`src/rtl/gray_conv_arbiter.sv`:
```
// Two-requester arbiter feeding a bit-serial Gray-to-binary converter.
// Winner's code is resolved MSB first, one bit per clock, then held until the consumer takes it.
module gray_conv_arbiter #(
  parameter int WIDTH = 4
) (
  input  logic             clk,
  input  logic             rst_n,
  input  logic             req0_valid,
  input  logic [WIDTH-1:0] req0_gray,
  output logic             req0_ready,
  input  logic             req1_valid,
  input  logic [WIDTH-1:0] req1_gray,
  output logic             req1_ready,
  output logic             out_valid,
  output logic [WIDTH-1:0] out_binary,
  output logic             out_id,
  input  logic             out_ready,
  output logic             busy,
  output logic [7:0]       conv_count
);

  localparam int CW = $clog2(WIDTH);
  localparam logic [CW-1:0] LAST = CW'(WIDTH - 1);

  typedef enum logic [1:0] {IDLE, CONV, DONE} state_e;

  state_e           state_q, state_d;
  logic [WIDTH-1:0] gray_q, gray_d;
  logic [WIDTH-1:0] bin_q, bin_d;
  logic             id_q, id_d;
  logic             prio_q, prio_d;
  logic [CW-1:0]    cnt_q, cnt_d;
  logic [7:0]       count_q, count_d;

  logic             grant;
  logic             take0, take1;
  logic [WIDTH-1:0] upper;
  logic [CW-1:0]    idx;

  always_comb begin
    grant = prio_q;
    if (req0_valid && !req1_valid)      grant = 1'b0;
    else if (req1_valid && !req0_valid) grant = 1'b1;
    take0 = (state_q == IDLE) && req0_valid && !grant;
    take1 = (state_q == IDLE) && req1_valid && grant;
  end

  // Readies are gated by rst_n so they fall immediately when reset asserts.
  assign req0_ready = rst_n & take0;
  assign req1_ready = rst_n & take1;

  always_comb begin
    state_d = state_q;
    gray_d  = gray_q;
    bin_d   = bin_q;
    id_d    = id_q;
    prio_d  = prio_q;
    cnt_d   = cnt_q;
    count_d = count_q;
    // Zero above the MSB makes the top bit resolve to the Gray bit itself.
    upper   = {1'b0, bin_q[WIDTH-1:1]};
    idx     = LAST - cnt_q;
    unique case (state_q)
      IDLE: begin
        if (take0) begin
          gray_d  = req0_gray;
          id_d    = 1'b0;
          prio_d  = 1'b1;
          cnt_d   = '0;
          state_d = CONV;
        end else if (take1) begin
          gray_d  = req1_gray;
          id_d    = 1'b1;
          prio_d  = 1'b0;
          cnt_d   = '0;
          state_d = CONV;
        end
      end
      CONV: begin
        bin_d[idx] = upper[idx] ^ gray_q[idx];
        if (cnt_q == LAST) state_d = DONE;
        else               cnt_d   = cnt_q + CW'(1);
      end
      DONE: begin
        if (out_ready) begin
          state_d = IDLE;
          count_d = count_q + 8'd1;
        end
      end
      default: state_d = IDLE;
    endcase
  end

  always_ff @(posedge clk or negedge rst_n) begin
    if (!rst_n) begin
      state_q <= IDLE;
      gray_q  <= '0;
      bin_q   <= '0;
      id_q    <= 1'b0;
      prio_q  <= 1'b0;
      cnt_q   <= '0;
      count_q <= '0;
    end else begin
      state_q <= state_d;
      gray_q  <= gray_d;
      bin_q   <= bin_d;
      id_q    <= id_d;
      prio_q  <= prio_d;
      cnt_q   <= cnt_d;
      count_q <= count_d;
    end
  end

  assign out_valid  = (state_q == DONE);
  assign busy       = (state_q != IDLE);
  assign out_binary = bin_q;
  assign out_id     = id_q;
  assign conv_count = count_q;

endmodule

```
`config.mk`:
```
export PLATFORM = sky130hd
export DESIGN_NAME = gray_conv_arbiter
export DESIGN_NICKNAME = d
export VERILOG_FILES = /design/src/rtl/gray_conv_arbiter.sv
export SDC_FILE = /design/constraint.sdc
export NUM_CORES = 1
export LEC_CHECK = 0
export ABC_AREA = 1
export CAP_MARGIN = 20
export CORE_ASPECT_RATIO = 0.75
export CORE_MARGIN = 2
export CORE_UTILIZATION = 52
export DETAILED_ROUTE_END_ITERATION = 8
export MAX_ROUTING_LAYER = met4
export PLACE_DENSITY = 0.9
export SLEW_MARGIN = 5
export SYNTH_ARGS = -nofsm -noshare
export SYNTH_HDL_FRONTEND = slang
export SYNTH_SLANG_ARGS = --single-unit
export TNS_END_PERCENT = 50
```
`constraint.sdc`:
```
create_clock -name clk -period 3.4 [get_ports clk]
set_input_delay 0.68 -clock clk [delete_from_list [all_inputs] [get_ports clk]]
set_output_delay 0.68 -clock clk [all_outputs]
set_load 0.05 [all_outputs]
```
==> impl_results.html <==
<table>
<tr><th>Metric</th><th>Value</th></tr>
<tr><th colspan="2">Status</th></tr>
<tr><td>Result of the run</td><td>completed</td></tr>
<tr><th colspan="2">Floorplan</th></tr>
<tr><td>Num rows</td><td>15</td></tr>
<tr><td>Top-level port count</td><td>30</td></tr>
<tr><td>Vert. Die Dim</td><td>46.12 um</td></tr>
<tr><td>Die Area</td><td>2774 um2</td></tr>
<tr><td>Core Box Area</td><td>2271 um2</td></tr>
<tr><td>Initial core utilization</td><td>54.16%</td></tr>
<tr><td>Die X</td><td>60.16 um</td></tr>
<tr><th colspan="2">Critical path</th></tr>
<tr><td>Worst Setup End Kind</td><td>primary output</td></tr>
<tr><td>Startpoint kind of the worst setup timing path</td><td>input pin</td></tr>
<tr><td>Critical path class</td><td>input pin to primary output</td></tr>
<tr><td>Launch point of the worst reg-to-reg path</td><td>cnt_q[1]$_DFFE_PN0P_</td></tr>
<tr><td>Worst setup startpoint</td><td>req1_valid</td></tr>
<tr><td>Endpoint of the most critical register-to-register path</td><td>out_binary[3]$_DFFE_PN0P_</td></tr>
<tr><td>Critical Path Fanout Max</td><td>7</td></tr>
<tr><td>Required time at the worst-slack endpoint</td><td>2720 ps</td></tr>
<tr><td>Worst-case reg-to-reg path depth</td><td>5</td></tr>
<tr><td>R2r setup slk</td><td>~2200 ps</td></tr>
<tr><td>Data arrival time of the critical path</td><td>about 2000 ps</td></tr>
<tr><td>Worst setup path endpoint</td><td>req1_ready</td></tr>
<tr><th colspan="2">Place</th></tr>
<tr><td>Number of input and output port buffers inserted</td><td>29</td></tr>
<tr><td>Detailed placement HPWL</td><td>1.972 mm</td></tr>
<tr><td>Gpl congestion</td><td>0.8945</td></tr>
<tr><td>Placed instance area</td><td>1590 um2</td></tr>
<tr><th colspan="2">Cells and area</th></tr>
<tr><td>Antenna diodes</td><td>0</td></tr>
<tr><td>Fraction of layout cells with a size suffix above 1</td><td>11.58%</td></tr>
<tr><td>Area overhead of the layout relative to synthesis</td><td>31.13%</td></tr>
<tr><td>Area of all placed cells without fillers</td><td>1613 um2</td></tr>
<tr><td>Area taken by flip-flops and latches</td><td>roughly 550 um2</td></tr>
<tr><td>Most used cells in the layout excluding fill and tap cells</td><td>sky130_fd_sc_hd__nand2_1, sky130_fd_sc_hd__clkdlybuf4s50_1, sky130_fd_sc_hd__inv_1, sky130_fd_sc_hd__dfrtp_1, sky130_fd_sc_hd__nand3_1</td></tr>
<tr><td>Multi-input gate area</td><td>578.1 um2</td></tr>
<tr><td>Filler Cell Count</td><td>174</td></tr>
<tr><td>Leading cell type in the layout, fill and taps excluded</td><td>sky130_fd_sc_hd__nand2_1</td></tr>
<tr><td>Number of nets in the layout</td><td>210</td></tr>
<tr><th colspan="2">Routing</th></tr>
<tr><td>Highest Signal Layer</td><td>met4</td></tr>
<tr><td>Total vias in the final route</td><td>1,096</td></tr>
<tr><td>First DRT Iteration DRCs</td><td>31</td></tr>
<tr><td>DRC violation count after routing</td><td>0</td></tr>
<tr><td>Number of nets with antenna violations after routing</td><td>0</td></tr>
<tr><td>WL final</td><td>2.523 mm</td></tr>
<tr><td>Drt wl/cell</td><td>11.26 um</td></tr>
<tr><td>Detail-routed via count per cell</td><td>slightly below 5</td></tr>
<tr><td>Wire length on met1</td><td>1.123 mm</td></tr>
<tr><td>Routed length on met3</td><td>165 um</td></tr>
<tr><td>Met2 WL post-DR</td><td>about 1.2 mm</td></tr>
<tr><td>Number of search-and-repair iterations in the first detailed-routing pass</td><td>4</td></tr>
<tr><th colspan="2">Clock network</th></tr>
<tr><td>CTS Buf Count</td><td>3</td></tr>
<tr><td>Post_cts resized</td><td>0</td></tr>
<tr><td>Total setup buffers inserted after CTS</td><td>0</td></tr>
<tr><td>CTS Root Buffer Type</td><td>sky130_fd_sc_hd__clkbuf_4</td></tr>
<tr><td>Number of buffers added to fix hold violations after cts</td><td>0</td></tr>
<tr><td>Worst-case clock buffer depth</td><td>2</td></tr>
<tr><td>Insertion delay to the later sink of the worst-skew pair</td><td>310 ps</td></tr>
<tr><td>Clock tree from TritonCTS</td><td>done</td></tr>
<tr><td>Clock tree sinks</td><td>22</td></tr>
<tr><td>Level count of the clock H-tree</td><td>1</td></tr>
<tr><td>Clock input transition at the sequential cells of the worst setup and hold paths</td><td>120 ps</td></tr>
<tr><th colspan="2">Synthesis</th></tr>
<tr><td>Mapped Nets</td><td>175</td></tr>
<tr><td>Unique masters post-synth</td><td>24</td></tr>
<tr><td>Flip-flop and latch count after synthesis</td><td>22</td></tr>
<tr><td>Synth Instances</td><td>about 160</td></tr>
<tr><td>Synthesized area divided by synthesized cell count</td><td>7.834 um2</td></tr>
<tr><td>Post-synthesis instance area</td><td>roughly 1200 um2</td></tr>
<tr><td>Yosys warning count</td><td>0</td></tr>
<tr><td>Sequential cell area fraction in the yosys report</td><td>44.76%</td></tr>
<tr><th colspan="2">Global route</th></tr>
<tr><td>Maximum number of pins on one net before global-route repair</td><td>23</td></tr>
<tr><td>Number of antenna violations at the first check in global routing</td><td>0</td></tr>
<tr><td>Vias in the first global route</td><td>~970</td></tr>
<tr><td>Overall global routing resource usage</td><td>21.50%</td></tr>
<tr><td>Global-route wire length before repair</td><td>4.181 mm</td></tr>
<tr><td>Global route total overflow</td><td>0</td></tr>
<tr><th colspan="2">Timing</th></tr>
<tr><td>Final period util</td><td>79.79%</td></tr>
<tr><td>Number of failing hold endpoints at the final stage</td><td>0</td></tr>
<tr><td>Max Clk Rate</td><td>0.3686 GHz</td></tr>
<tr><td>Clock period minus worst slack</td><td>2713 ps</td></tr>
<tr><td>Final Slew Violations</td><td>0</td></tr>
<tr><td>Setup TNS Final</td><td>0 ps</td></tr>
<tr><td>Headroom to the max-slew limit</td><td>between 60% and 70%</td></tr>
<tr><td>Slew @ Worst Pin</td><td>504.3 ps</td></tr>
<tr><td>Unrepaired setup endpoints after global routing</td><td>false</td></tr>
<tr><td>Clock Skews</td><td>12.77 ps</td></tr>
<tr><td>Count of endpoints failing setup in the final report</td><td>0</td></tr>
<tr><th colspan="2">Power</th></tr>
<tr><td>Largest vdd supply drop</td><td>roughly 0.46 mV</td></tr>
<tr><td>Pwr Density</td><td>747.6 nW/um2</td></tr>
<tr><td>Static leakage</td><td>approximately 0.00082 uW</td></tr>
<tr><th colspan="2">Flow run</th></tr>
<tr><td>Max-capacitance violation count</td><td>0</td></tr>
<tr><th colspan="2">Min path</th></tr>
<tr><td>Class of the tightest hold or removal check</td><td>flip-flop to flip-flop</td></tr>
</table>
==> critical path, cell delays in order <==
cell	delay, ps
sky130_fd_sc_hd__clkdlybuf4s50_1	520
sky130_fd_sc_hd__nand2_1	70
sky130_fd_sc_hd__nand2_1	170
sky130_fd_sc_hd__nor2_4	80
sky130_fd_sc_hd__nor3_1	320
sky130_fd_sc_hd__buf_12	190
==> registers in the layout, summed over array words and instances, names as in the netlist <==
name        flops
conv_count      8
gray_q          4
out_binary      4
cnt_q           2
state_q         2
out_id          1
prio_q          1
==> layer usage <==
metal	track usage, %	vias up
met2	35.00	33
li1	-	553
met4	6.222	0
met5	-	-
met3	6.742	5
met1	25.94	505
==> power breakdown <==
group	internal (uW)	total [uW]	leakage, uW	switching [uW]
combinational	225	656	0.000518	430
clock	41.5	118	0.0000138	76.3
sequential	349	432	0.000284	83.2
total	616	1210	0.000816	590
==> layout make-up <==
cell class              instances  area share [%]
well taps                      34           2.638
inverters                      27           6.284
repair buffers                 30           19.71
flip-flops and latches         22           34.13
multi-input cells             108           35.84
clock buffers                   3           1.396
==> how the worst min path moves through the flow <==
stage / from / end / slack, ps / cells after the start
2_1_floorplan: rst_n / cnt_q[0]$_DFFE_PN0P_ / 380 / 0
3_3_place_gp: out_binary[0]$_DFFE_PN0P_ / out_binary[0]$_DFFE_PN0P_ / 460 / 2
3_5_place_dp: out_binary[0]$_DFFE_PN0P_ / out_binary[0]$_DFFE_PN0P_ / 470 / 2
4_1_cts: out_binary[0]$_DFFE_PN0P_ / out_binary[0]$_DFFE_PN0P_ / 510 / 2
5_1_grt: out_binary[0]$_DFFE_PN0P_ / out_binary[0]$_DFFE_PN0P_ / 530 / 2
6_report: out_binary[0]$_DFFE_PN0P_ / out_binary[0]$_DFFE_PN0P_ / 500 / 2
==> cell families (layout without fill, tap and decap cells) <==
kind of cell | Yosys count | in the layout | share of synthesized area (%)
flip-flops | 22 | 22 | 44.76
XOR/XNOR | 3 | 3 | 2.747
AND/OR/NAND/NOR | 91 | 91 | 34.69
adder cells (fa/ha/maj) | 5 | 5 | 5.086
AO/OA/AOI/OAI | 9 | 9 | 4.476
buffers and inverters | 27 | 60 | 8.240
==> cell usage after synthesis <==
library cell | instances | area, um2
sky130_fd_sc_hd__nand2_1 | 48 | 180.2
sky130_fd_sc_hd__dfrtp_1 | 22 | 550.5
sky130_fd_sc_hd__inv_1 | 22 | 82.58
sky130_fd_sc_hd__nand3_1 | 19 | 95.09
sky130_fd_sc_hd__nor2_1 | 12 | 45.04
sky130_fd_sc_hd__ha_1 | 5 | 62.56
sky130_fd_sc_hd__inv_2 | 5 | 18.77
sky130_fd_sc_hd__o21ai_0 | 3 | 15.01
sky130_fd_sc_hd__a21oi_1 | 2 | 10.01
sky130_fd_sc_hd__nand2_2 | 2 | 12.51
sky130_fd_sc_hd__nor2_2 | 2 | 12.51
sky130_fd_sc_hd__nor2_4 | 2 | 22.52
sky130_fd_sc_hd__o21ai_1 | 2 | 10.01
sky130_fd_sc_hd__nand3_4 | 1 | 17.52
sky130_fd_sc_hd__nand3b_1 | 1 | 7.510
sky130_fd_sc_hd__nand4_1 | 1 | 6.260
sky130_fd_sc_hd__nor3_1 | 1 | 5.000
sky130_fd_sc_hd__nor3_4 | 1 | 16.27
sky130_fd_sc_hd__o211ai_2 | 1 | 12.51
sky130_fd_sc_hd__o31ai_1 | 1 | 7.510
sky130_fd_sc_hd__or2_2 | 1 | 6.260
sky130_fd_sc_hd__xnor2_1 | 1 | 8.760
sky130_fd_sc_hd__xnor2_2 | 1 | 16.27
sky130_fd_sc_hd__xor2_1 | 1 | 8.760
==> through the flow <==
stage	setup slack [ps]	hold WS, ps	cells	total power (uW)	util (%)
after floorplan	727.6	384.4	157	884.6	-
after global placement	767.7	464.6	221	1069	70.03
after detailed placement	709.3	474.7	221	1089	70.03
after CTS	683.9	505.2	224	1210	71.02
after global routing	615.2	533.0	224	1296	71.02
final	687.2	502.6	224	1206	71.02
(Power assumes the default switching activity.)
